===== src/rtl/control_pkg.sv =====
// Shared helpers for control_pipe: occupancy counter width and even parity.
`timescale 1ns/1ps

package control_pkg;

    // Widest word the parity helper handles; callers zero-extend into it.
    localparam int unsigned PARITY_MAX_W = 256;

    function automatic int unsigned occ_width(input int unsigned depth);
        return $clog2(depth + 1);
    endfunction

    // Zero padding does not change the XOR reduction.
    function automatic logic even_parity(input logic [PARITY_MAX_W-1:0] d);
        return ^d;
    endfunction

endpackage


===== src/rtl/control_pipe_stage.sv =====
// One pipeline stage: a data register plus a valid flag, loaded whenever the stage can advance.
`timescale 1ns/1ps

module control_pipe_stage #(
    parameter int unsigned W = 8
) (
    input  logic         clk,
    input  logic         rst_n,
    input  logic         flush_i,
    input  logic         load_i,
    input  logic         valid_i,
    input  logic [W-1:0] data_i,
    output logic         valid_o,
    output logic [W-1:0] data_o
);

    logic         valid_q, valid_d;
    logic [W-1:0] data_q, data_d;

    // Data only moves with a real word so a stalled or emptied stage keeps its value.
    always_comb begin
        valid_d = valid_q;
        data_d  = data_q;
        if (flush_i) begin
            valid_d = 1'b0;
        end else if (load_i) begin
            valid_d = valid_i;
            if (valid_i) begin
                data_d = data_i;
            end
        end
    end

    always_ff @(posedge clk or negedge rst_n) begin
        if (!rst_n) begin
            valid_q <= 1'b0;
            data_q  <= '0;
        end else begin
            valid_q <= valid_d;
            data_q  <= data_d;
        end
    end

    assign valid_o = valid_q;
    assign data_o  = data_q;

endmodule


===== src/rtl/control_pipe.sv =====
// Valid/ready register pipeline of DEPTH stages with collapsing bubbles and flush.
// Optional stored even parity per word: define CONTROL_PIPE_PARITY_EN.
`timescale 1ns/1ps

module control_pipe
    import control_pkg::*;
#(
    parameter int unsigned WIDTH = 8,
    parameter int unsigned DEPTH = 2,
    localparam int unsigned OCC_W = occ_width(DEPTH)
) (
    input  logic             clk,
    input  logic             rst_n,
    input  logic             flush,
    input  logic             in_valid,
    input  logic [WIDTH-1:0] in_data,
    output logic             in_ready,
    output logic             out_valid,
    output logic [WIDTH-1:0] out_data,
    input  logic             out_ready,
    output logic [OCC_W-1:0] occupancy,
    output logic             out_perr
);

`ifdef CONTROL_PIPE_PARITY_EN
    localparam int unsigned PAR_W = 1;
`else
    localparam int unsigned PAR_W = 0;
`endif
    localparam int unsigned SW = WIDTH + PAR_W;

    logic [DEPTH-1:0] vld;
    logic [SW-1:0]    dat [DEPTH];
    logic [DEPTH:0]   rdy;
    logic             accept;
    logic [SW-1:0]    in_word;

    // rdy[k]: stage k may load this edge (empty, or its word moves on).
    always_comb begin
        rdy        = '0;
        rdy[DEPTH] = out_ready;
        for (int unsigned i = 0; i < DEPTH; i++) begin
            rdy[DEPTH-1-i] = ~vld[DEPTH-1-i] | rdy[DEPTH-i];
        end
    end

    assign in_ready = rst_n & ~flush & rdy[0];
    assign accept   = in_valid & in_ready;

`ifdef CONTROL_PIPE_PARITY_EN
    logic [PARITY_MAX_W-1:0] in_ext, out_ext;

    always_comb begin
        in_ext                = '0;
        in_ext[WIDTH-1:0]     = in_data;
        out_ext               = '0;
        out_ext[WIDTH-1:0]    = dat[DEPTH-1][WIDTH-1:0];
    end

    assign in_word  = {even_parity(in_ext), in_data};
    assign out_perr = vld[DEPTH-1] & (dat[DEPTH-1][WIDTH] != even_parity(out_ext));
`else
    assign in_word  = in_data;
    assign out_perr = 1'b0;
`endif

    for (genvar k = 0; k < DEPTH; k++) begin : g_stage
        logic          v_in;
        logic [SW-1:0] d_in;

        if (k == 0) begin : g_head
            assign v_in = accept;
            assign d_in = in_word;
        end else begin : g_body
            assign v_in = vld[k-1];
            assign d_in = dat[k-1];
        end

        control_pipe_stage #(
            .W (SW)
        ) u_stage (
            .clk     (clk),
            .rst_n   (rst_n),
            .flush_i (flush),
            .load_i  (rdy[k]),
            .valid_i (v_in),
            .data_i  (d_in),
            .valid_o (vld[k]),
            .data_o  (dat[k])
        );
    end

    always_comb begin
        occupancy = '0;
        for (int unsigned i = 0; i < DEPTH; i++) begin
            occupancy = occupancy + OCC_W'(vld[i]);
        end
    end

    assign out_valid = vld[DEPTH-1];
    assign out_data  = dat[DEPTH-1][WIDTH-1:0];

endmodule


===== config.mk =====
export PLATFORM = sky130hd
export DESIGN_NAME = control_pipe
export DESIGN_NICKNAME = d
export VERILOG_FILES = /design/src/rtl/control_pkg.sv /design/src/rtl/control_pipe_stage.sv /design/src/rtl/control_pipe.sv
export SDC_FILE = /design/constraint.sdc
export NUM_CORES = 1
export LEC_CHECK = 0
export ABC_AREA = 0
export ABC_CLOCK_PERIOD_IN_PS = 1300
export BUFFER_PORTS_ARGS = -buffer_cell sky130_fd_sc_hd__buf_4
export CORE_MARGIN = 2
export CORE_UTILIZATION = 42
export DETAILED_ROUTE_END_ITERATION = 10
export GPL_ROUTABILITY_DRIVEN = 0
export PLACE_DENSITY = 0.7
export SYNTH_ARGS = -nofsm -noshare
export SYNTH_HDL_FRONTEND = slang
export SYNTH_SLANG_ARGS = --single-unit
export TNS_END_PERCENT = 5

===== constraint.sdc =====
create_clock -name clk -period 1.3 [get_ports clk]
set_input_delay 0.065 -clock clk [delete_from_list [all_inputs] [get_ports clk]]
set_output_delay 0.065 -clock clk [all_outputs]
set_load 0.05 [all_outputs]

==> results.txt <==
Die H - 46.32 um
Synth Area in Compound Gates - 1.664%
Levels on crit path - 4
Synth top area cells - dfrtp_1 60%, mux2_4 16%, mux2_2 12%
Clock transition at path regs - 100 ps
Worst min path class - input port to flop
Final slew viol count - 0
Failing checks - setup timing
Peak Freq - 762.2 MHz
Adder-cell share of the synthesized area - 1.664%
Share of the synthesized area in the top cell type - 59.90%
CP cell instances - nand3b_1 > and4b_1 > buf_12 > mux2_4
DRC viols - 0
Post-route minimum period - 1312 ps
Multi-input logic area - 299.0 sq um
Crit path max-delay cell type - dfrtp_2
Total die area - 0.002145 sq mm
Initial antenna violation count - 0
Post-synthesis mux area share - 27.95%
Clock Skews - 5.354 ps
Placed Area - 0.001003 sq mm
Mean area per synthesized cell - 16.35 sq um
Final Non-Filler Cells - 114
WL/cell - 12.39 um
Port Buffers - 24
Worst-Skew Late Latency - 290 ps
Fin nets - 104
Tcrit/Tclk final - 100.9%
CP bufs+invs - 1
DRT iter0 DRCs - 4
TritonCTS clock tree - done
Worst EP required - 1480 ps
Routed via count - 497
Placeable Area - 0.001708 sq mm
Commonest non-fill, non-tap cell in the layout - buf_4
Final hold vios - 0
Pwr Density - 1595 mW/mm^2
Hold Slack - 60.22 ps
Synth Register Bits - 18
Initial core utilization - 44.03%
Synth unique cells - 14
Sequential share of the synthesized area - 59.90%
Busiest layer in global routing - met2
Grt ovf - 0
Pleak - 0.5706 nW
Most frequent cells in the layout - 27 x buf_4, 17 x dfrtp_1, 10 x dlygate4sd3_1, 8 x mux2_4, 8 x mux2_2
Post-synth design cell area - 752.0 sq um
Post-Synthesis Cells - 46
Final setup viols - 8
Worst R2R Path Depth - 4
Clk buf depth - 2
R2R Path Start - g_stage[1].u_stage.valid_o$_DFFE_PN0P_
Global Route met2 Usage - 21.94%
CP delay by family, top - flip-flops
Share of cells above drive strength 1 - 60.67%
Crit path DAT - 1490 ps
First-pass GRT wire length - 2201 um
Num Clock Sinks - 18
Reg-to-reg setup timing slack - -10 ps
Crit path launch type - flop
Slew margin rel. - 46.89%
Total track usage - 15.01%
Total Routed Length - 1413 um
Std cell rows - 15
Crit path capture - g_stage[0].u_stage.data_o[6]$_DFFE_PN0P_
Largest family of logic cells by synthesized area - multiplexers
Met3 usage - 3.529%
Antenna diodes - 0
Crit path launch - g_stage[1].u_stage.valid_o$_DFFE_PN0P_
Run status - finished, violations left
Critical path class - flop to flop
Post-Synth XOR/XNOR Area - 0%
Vias in the first global route - 495
Root Buffer - clkbuf_4
Fin area - 0.001182 sq mm
RSZ-0062 raised after global routing - yes
Placed cells - 99
Num CTS Buffers - 3
Worst path max stage delay - 410 ps
Peak VDD IR - 1.022 mV
Endpoint class of the critical path - flop
Largest area contributor in the netlist - dfrtp_1
Synth warnings - 0
Slew @ Worst Pin - 794.0 ps
Synth-to-Final Area Change - 57.24%
Fill cells - 124
Crit Path Max Fanout - 9
R2r endpoint - g_stage[0].u_stage.data_o[6]$_DFFE_PN0P_
Grt met1 use - 20.95%
Vias/cell - 4.360
PnR worst setup slack - -11.92 ps
DRT antenna net count - 0
Post-synthesis simple-gate area fraction - 5.324%
Max-cap violations - 0
Die Wd - 46.32 um
TritonRoute pass-1 iters - 3
Pin count of the biggest net entering global routing - 19
CTS H-tree lvls - 1
Syn Nets - 60
I/O pin total - 26
Reg area - 451.7 sq um
-- final cells by class --
class / count / area share, %
flip-flops and latches: 18 / 38.20
repair buffers: 41 / 30.48
multi-input cells: 25 / 25.29
clock buffers: 4 / 3.069
well taps: 25 / 2.646
inverters: 1 / 0.3175
-- layer usage --
metal / vias to the layer above / part of all wire, %
li1: 246 / -
met1: 235 / 46
met2: 16 / 50
met3: 0 / 4.2
met4: 0 / 0
met5: - / 0
-- flip-flops by register name, summed over array words and instances, names as in the netlist --
register / flops
g_stage.u_stage.data_o: 16
g_stage.u_stage.valid_o: 2
-- Yosys cell counts --
cell / n
mux2_2: 8
inv_1: 1
mux2_4: 8
a21oi_1: 1
nand2b_1: 1
buf_4: 1
and3b_1: 1
conb_1: 1
nand3b_1: 2
dfrtp_1: 18
and4b_1: 1
ha_1: 1
buf_6: 1
o21bai_1: 1
-- power breakdown --
group	internal (mW)	switching, mW	total [mW]
clock network	0.170	0.169	0.339
registers	0.700	0.0713	0.771
logic	0.319	0.458	0.776
-- what timing repair did --
action,4_1_cts,5_1_grt
resized for setup,4,2
buffers inserted,0,1
setup endpoints to repair,10,18
hold buffers,8,2
hold endpoints to repair,26,2
pin swaps,1,1
-- cells by family (layout without fill, tap and decap cells) --
family / count (synthesis) / in the layout
flops: 18 / 18
mux: 16 / 16
simple gates: 5 / 5
buf+inv: 3 / 46
compound gates: 2 / 2
fa+ha+maj: 1 / 1
other cells: 1 / 1
-- worst min-delay path by stage --
stage                           from                                  endpoint  slack [ps]  cells past startpoint
after floorplan                rst_n  g_stage[0].u_stage.data_o[0]$_DFFE_PN0P_        -230                      0
after global placement         rst_n  g_stage[1].u_stage.data_o[7]$_DFFE_PN0P_          40                      2
after detailed placement       rst_n  g_stage[1].u_stage.data_o[7]$_DFFE_PN0P_          40                      2
after CTS                 in_data[4]  g_stage[0].u_stage.data_o[4]$_DFFE_PN0P_         0.5                      2
after global routing       out_ready    g_stage[1].u_stage.valid_o$_DFFE_PN0P_          60                      3
final                      out_ready    g_stage[1].u_stage.valid_o$_DFFE_PN0P_          60                      3
-- worst register-to-register path, delay by kind of cell, from the launching register on --
family | cells | cell delay [ps]
flip-flops | 1 | 410
AND/OR/NAND/NOR | 2 | 350
multiplexers | 1 | 300
buffers and inverters | 1 | 150
-- metrics by stage --
step                util [%]  power, mW  setup slack (ps)  TNS (ps)
CTS                    66.96      1.896            -27.35    -156.2
global route           69.23      1.984            -91.81    -838.1
global placement       58.75      1.518             22.74         0
floorplan                  -      1.290            -122.7     -1463
finish                 69.23      1.886            -11.92    -47.85
detailed placement     58.75      1.530            -10.91    -58.06
No activity file was read; power rests on OpenSTA's default activity.
